### config.mk
export PLATFORM = sky130hd
export DESIGN_NAME = dfswt_sequencer
export DESIGN_NICKNAME = d
export VERILOG_FILES = /design/src/rtl/dfswt_sequencer.sv
export SDC_FILE = /design/constraint.sdc
export NUM_CORES = 1
export LEC_CHECK = 0
export ABC_CLOCK_PERIOD_IN_PS = 2400
export BUFFER_PORTS_ARGS = -buffer_cell sky130_fd_sc_hd__buf_2
export CAP_MARGIN = 10
export CORE_MARGIN = 2
export CORE_UTILIZATION = 40
export CTS_CLUSTER_SIZE = 24
export DETAILED_ROUTE_END_ITERATION = 8
export GPL_ROUTABILITY_DRIVEN = 0
export SETUP_SLACK_MARGIN = 0.5
export SYNTH_ARGS = -nofsm -noshare
export SYNTH_HDL_FRONTEND = slang
export SYNTH_SLANG_ARGS = --single-unit
### constraint.sdc
create_clock -name clock -period 2.4 [get_ports clock]
set_input_delay 0.48 -clock clock [delete_from_list [all_inputs] [get_ports clock]]
set_output_delay 0.48 -clock clock [all_outputs]
set_load 0.01 [all_outputs]
### src/rtl/dfswt_sequencer.sv
// Event-triggered clear/fill/settle/report/cooldown controller in front of a dfswt instance.
// Defining DFSWT_SEQ_STATS_EN adds the saturating missed_events counter port.
module dfswt_sequencer #(
  parameter int WINDOW   = 128,
  parameter int CNT_W    = 7,
  parameter int BIN_W    = 6,
  parameter int SETTLE   = 2,
  parameter int COOLDOWN = 16
) (
  input  logic             clock,
  input  logic             reset,
  input  logic             sample_valid,
  input  logic             event_detected,
  input  logic [BIN_W-1:0] freqbin_in,
  output logic             dft_enable,
  output logic             dft_clear,
  output logic             busy,
  output logic             result_valid,
  input  logic             result_ready,
`ifdef DFSWT_SEQ_STATS_EN
  output logic [7:0]       missed_events,
`endif
  output logic [BIN_W-1:0] result_bin
);

  typedef enum logic [2:0] {IDLE, CLEAR, FILL, WAIT, REPORT, COOL} state_t;

  localparam logic [CNT_W-1:0] WIN_LAST  = CNT_W'(WINDOW - 1);
  localparam logic [CNT_W-1:0] SET_LAST  = CNT_W'((SETTLE > 0) ? SETTLE - 1 : 0);
  localparam logic [CNT_W-1:0] COOL_LAST = CNT_W'((COOLDOWN > 0) ? COOLDOWN - 1 : 0);

  state_t           state, state_nxt;
  logic [CNT_W-1:0] cnt, cnt_nxt;
  logic             capture;
  logic             accept;

  assign accept     = result_valid && result_ready;
  assign dft_clear  = (state == CLEAR);
  assign dft_enable = (state == FILL) && sample_valid;

  // One counter is shared by FILL (strobes), WAIT (cycles) and COOL (strobes).
  always_comb begin
    state_nxt = state;
    cnt_nxt   = cnt;
    capture   = 1'b0;
    case (state)
      IDLE:  if (event_detected && sample_valid) state_nxt = CLEAR;
      CLEAR: state_nxt = FILL;
      FILL: begin
        if (sample_valid) begin
          if (cnt == WIN_LAST) begin
            cnt_nxt   = '0;
            state_nxt = WAIT;
          end else begin
            cnt_nxt = cnt + CNT_W'(1);
          end
        end
      end
      WAIT: begin
        if (cnt == SET_LAST) begin
          cnt_nxt   = '0;
          capture   = 1'b1;
          state_nxt = REPORT;
        end else begin
          cnt_nxt = cnt + CNT_W'(1);
        end
      end
      REPORT: if (accept) state_nxt = (COOLDOWN == 0) ? IDLE : COOL;
      COOL: begin
        if (sample_valid) begin
          if (cnt == COOL_LAST) begin
            cnt_nxt   = '0;
            state_nxt = IDLE;
          end else begin
            cnt_nxt = cnt + CNT_W'(1);
          end
        end
      end
      default: state_nxt = IDLE;
    endcase
  end

  always_ff @(posedge clock or negedge reset) begin
    if (!reset) begin
      state        <= IDLE;
      cnt          <= '0;
      busy         <= 1'b0;
      result_valid <= 1'b0;
      result_bin   <= '0;
    end else begin
      state <= state_nxt;
      cnt   <= cnt_nxt;
      busy  <= (state_nxt != IDLE);
      if (capture) begin
        result_valid <= 1'b1;
        result_bin   <= freqbin_in;
      end else if (accept) begin
        result_valid <= 1'b0;
      end
    end
  end

`ifdef DFSWT_SEQ_STATS_EN
  always_ff @(posedge clock or negedge reset) begin
    if (!reset) begin
      missed_events <= '0;
    end else if ((state != IDLE) && event_detected && sample_valid && (missed_events != 8'hFF)) begin
      missed_events <= missed_events + 8'd1;
    end
  end
`endif

endmodule

==> out/metrics.csv, run 1 <==
metric,value,unit
grt_max_degree,19,
finClkSkew,0.0144,ns
root_buffer,clkbuf_4,
crit_arrival,1.36,ns
die_area,0.00287,mm^2
p_per_area,783,mW/mm^2
place_area,0.00109,mm^2
yosys.area_share.xor_xnor,1.78,%
drcViolationCount,0,
wire_per_inst,12.6,um
tightest_slew,0.401,ns
multi_input_area,507,um^2
maxCapViolations,0,
numPortBuffers,20,
final_cell_area,0.00117,mm^2
holdWs,0.0809,ns
numCtsBuffers,3,
synth_fa_ha_area_share,2.54,%
drv_slew,0,
timing.final.hold_violations,0,
critical_path.max_fanout,2,
fin_crit_sh,76.5,%
reg2regPathDepth,6,
period_minus_slack,1.84,ns
synthSimpleGateAreaFrac,26.2,%
first_global_vias,706,
core-area,0.00228,mm^2
layout_setup_ws,0.563,ns
max-clock-path-buffers,2,
cts_hold_buf,0,
synth_area_leaders,"dfrtp_1 46%, nand2_1 6.1%, mux2_2 5.7%",
status,finished clean,
peakVddDrop,0.556,mV
clock_latency,0.30,ns
vias,775,
overflow,0,
vias_per_cell,5.17,
synth_mux_area_share,7.25,%
wl,1.89,mm
layout_common_cells,"20 x buf_2, 16 x nand2_1, 16 x dfrtp_1",
hold_class,in2async,
n_fill_cell,223,
leakagePower,0.000547,uW
antenna_found_initial,0,
synth_top_area_share,45.8,%
syn_area_per_cell,9.93,um^2
rsz0062_at_grt,false,
startpoint_type,register,
rows,17,
htreeDepth,1,
tritoncts,yes,
syn-cell-area,983,um^2
final-seq-area,453,um^2
fp.dieH,53.6,um
regToRegEndpoint,cnt[3],
area_growth,18.8,%
ys_seq_area_share,45.8,%
r2r_slack,0.72,ns
synth-warning-count,0,
yosys_register_bits,18,
r2r_start,state[2],
drtAntennaViolNets,0,
grt_pass1_wl,3.12,mm
start_util,43.2,%
finalSetupTns,0,ns
track_usage,15.4,%
worstSetupPathType,reg2out,
layout-drive-gt1-share,36.9,%
setup_violations,0,
clkSinkCount,18,
die_w,53.6,um
max_slew_margin,73.3,%
timing.fmax,544,MHz
io_pins,21,
cp.required,1.92,ns
place_hpwl,1.28,mm
antenna-diode-count,0,
synth_compound_area_share,12.1,%
fin_nets,136,
synth_area_leader_cell,dfrtp_1,
synth_top_family_by_area,simple AND/OR/NAND/NOR gates,
dr.first_iter.drc_count,17,
post-place-ws,0.648,ns
synth_cells,99,
yosysUniqueCellTypes,37,
dr.pass1.iters,4,
crit_path_end_kind,primary output,
layout_commonest_cell,buf_2,
path_clk_slew,0.12,ns
syn-num-nets,112,
power.total,915,uW
worst max-delay path: stages, from the launching register on:
cell and delay (ns):
dfrtp_2 0.43, nand2b_1 0.21, nor3b_2 0.25, buf_2 0.17
synth_stat cells (all sizes together):
cell	instances
o211ai	1
nor2b	2
a32oi	1
buf	3
inv	4
o31ai	1
nand2	16
and4	1
and3	5
xor2	1
clkbuf	1
ha	2
a21oi	4
nor2	6
a2bb2oi	2
a31oi	1
or2	2
xnor2	1
nand2b	1
mux2	6
dfrtp	18
nor3b	2
nor3	4
nand3b	1
and3b	1
o21ai	8
nand3	4
worst max path at each step:
stage                     slack (ns)          to  depth (start not counted)     start
final                           0.56  dft_enable                          3  state[2]
after CTS                       0.57  dft_enable                          3  state[2]
after global routing            0.51  dft_enable                          3  state[2]
after floorplan                 0.87      cnt[1]                          6    cnt[0]
after global placement          0.69      cnt[6]                          5  state[2]
after detailed placement        0.65      cnt[6]                          5  state[2]
stage by stage:
step,util (%),instances
floorplan,-,99
detailed placement,47.9,143
CTS,50.3,149
finish,51.3,150
global route,51.3,150
global placement,47.9,143
power breakdown:
part           internal (uW)  switching [uW]
registers                368            85.2
logic                    135             133
clock network           92.6            99.9
cell type report:
cell class	count	share of cell area, %
sequential	18	38.8
timing repair buffer	23	10.5
multi-input combinational	73	43.4
tap	28	3.00
clock buffer	4	3.10
inverter	4	1.28
metal layers:
metal / track usage (%) / vias up / wire length (um)
li1: - / 389 / -
met1: 20.9 / 371 / 907
met2: 22.6 / 13 / 891
met3: 5.83 / 2 / 73
met4: 5.13 / 0 / 19
met5: 0 / - / 0
state kept, by name (all words and copies together) (netlist names):
name and count:
cnt 7, result_valid 1, result_bin 6, busy 1, state 3
repair_timing:
item | CTS | global route
endpoints found under the setup margin | 1 | 2
buffers inserted | 2 | 1
gates resized for setup | 2 | 2
kinds of logic (layout without fill, tap and decap cells):
family	Yosys count	in the layout
buffers and inverters	8	31
DFF	18	18
muxes	6	6
adders and majority gates	2	2
and+or+nand+nor	45	45
AOI/OAI and AO/OA	18	18
xor gates and xnor gates	2	2
Note: power is estimated with default switching activity, not from simulation.
==> inputs of run 2 (changes only) <==
- ABC_CLOCK_PERIOD_IN_PS: 2400 -> 1800
- clock period: 2.4 -> 1.8 ns (I/O delays scaled with it)
==> out/metrics.csv, run 2 (synthesis gave the netlist of run 1 again) <==
metric,value,unit,change
status,finished clean,,unchanged
fin_nets,155,,was 136
reg_top3,"cnt x7, result_bin x6, state x3",,unchanged
cp.required,1.44,ns,was 1.92 ns
grt_pass1_wl,3.55,mm,was 3.12 mm
largest_register_ffs,7,,unchanged
clock_latency,0.31,ns,was 0.30 ns
wl,2.34,mm,was 1.89 mm
setup_violations,0,,unchanged
track_usage,17.9,%,was 15.4%
p_per_area,1070,mW/mm^2,was 783 mW/mm^2
cp-startpoint,state[2],,unchanged
vias,878,,was 775
htreeDepth,1,,unchanged
max_slew_margin,72.7,%,was 73.3%
path_clk_slew,0.12,ns,about the same
layout_commonest_cell,buf_2,,unchanged
timing.fmax,621,MHz,
hold_class,in2reg,,was in2async
path_cells,"nand2b_4, nor3b_4, buf_2",,"was nand2b_1, nor3b_2, buf_2"
wire_per_inst,13.8,um,was 12.6 um
finClkSkew,0.00912,ns,was 0.0144 ns
maxCapViolations,0,,unchanged
layout-drive-gt1-share,53.9,%,was 36.9%
period_minus_slack,1.61,ns,
start_util,43.2,%,unchanged
root_buffer,clkbuf_4,,unchanged
vias_per_cell,5.20,,was 5.17
drv_slew,0,,unchanged
numPortBuffers,20,,unchanged
leakagePower,0.000656,uW,was 0.000547 uW
die_area,0.00287,mm^2,unchanged
finalSetupTns,0,ns,unchanged
worstSetupPathType,reg2out,,unchanged
tritoncts,yes,,unchanged
core-area,0.00228,mm^2,unchanged
crit_path_end_kind,primary output,,unchanged
slowest_delay,0.43,ns,about the same
timing.final.hold_violations,0,,unchanged
antenna-diode-count,0,,unchanged
rows,17,,unchanged
layout_setup_ws,0.191,ns,was 0.563 ns
power.total,1500,uW,was 915 uW
numCtsBuffers,3,,unchanged
clkSinkCount,18,,unchanged
hold_start,result_ready,,
max-clock-path-buffers,2,,unchanged
grt_max_degree,19,,unchanged
drtAntennaViolNets,0,,unchanged
dr.pass1.iters,3,,was 4
crit_slowest_cell,dfrtp_2,,unchanged
antenna_found_initial,0,,unchanged
first_global_vias,814,,was 706
place_hpwl,1.40,mm,was 1.28 mm
rsz0062_at_grt,true,,was false
io_pins,21,,unchanged
critical_path.max_fanout,2,,unchanged
die_w,53.6,um,unchanged
top_register,cnt,,unchanged
startpoint_type,register,,unchanged
fp.dieH,53.6,um,unchanged
post-place-ws,0.172,ns,was 0.648 ns
fin_crit_sh,89.4,%,
r2r_start,cnt[1],,was state[2]
timing.critical_path.buf_inv,1,,unchanged
cp_top_family,flip-flops,,was simple AND/OR/NAND/NOR gates
dr.first_iter.drc_count,6,,was 17
area_growth,43.0,%,was 18.8%
peakVddDrop,0.647,mV,was 0.556 mV
overflow,0,,unchanged
crit_arrival,1.25,ns,was 1.36 ns
drcViolationCount,0,,unchanged
layout_common_cells,"21 x buf_2, 16 x nand2_1, 16 x buf_4",,"was 20 x buf_2, 16 x nand2_1, 16 x dfrtp_1"
tightest_slew,0.410,ns,was 0.401 ns
run 2: metal layers:
layer	vias to the layer above	track usage, %	wire length [um]
met2	17	31.7	1190
met1	428	19.8	1020
met4	0	11.5	53
met3	5	2.50	72
met5	-	0	0
li1	428	-	-
run 2: layout make-up:
type | instances | area, um^2
sequential | 18 | 454
clock buffer | 4 | 36.3
fill | 184 | 870
multi-input combinational | 74 | 597
timing repair buffer | 41 | 269
inverter | 4 | 15.0
tap | 28 | 35.0
run 2: path summary, 6_finish.rpt:
kind / end / slack, ns / cells past startpoint
max: dft_enable / 0.19 / 3
min: result_valid / 0.24 / 2
max reg2reg: cnt[1] / 0.26 / 6
min reg2reg: result_bin[2] / 0.51 / 1
max in group asynchronous: cnt[4] / 0.98 / 2
min in group asynchronous: result_bin[4] / 0.49 / 2
run 2: report_power, final:
part	internal, uW	total (uW)	switching [uW]	leakage [uW]
combinational	351	654	302	0.000430
clock	124	265	141	0.0000210
sequential	494	582	87.7	0.000206
total	969	1500	531	0.000656
run 2: per-stage QoR:
step	cell area (um^2)	utilization, %	instances	hold slack (ns)
floorplan	993	-	99	0.0644
global placement	1110	48.9	145	0.314
detailed placement	1110	48.9	145	0.319
CTS	1300	57.0	163	0.233
global route	1410	61.8	169	0.258
finish	1410	61.8	169	0.242
run 2: what timing repair did:
item / in CTS / in global routing
gates cloned: 1 / 1
gates resized for setup: 11 / 12
setup buffers: 12 / 5
pin swaps: 8 / 7
endpoints found under the setup margin: 19 / 20
hold buffers: 1 / 0
hold endpoints to repair: 18 / 0
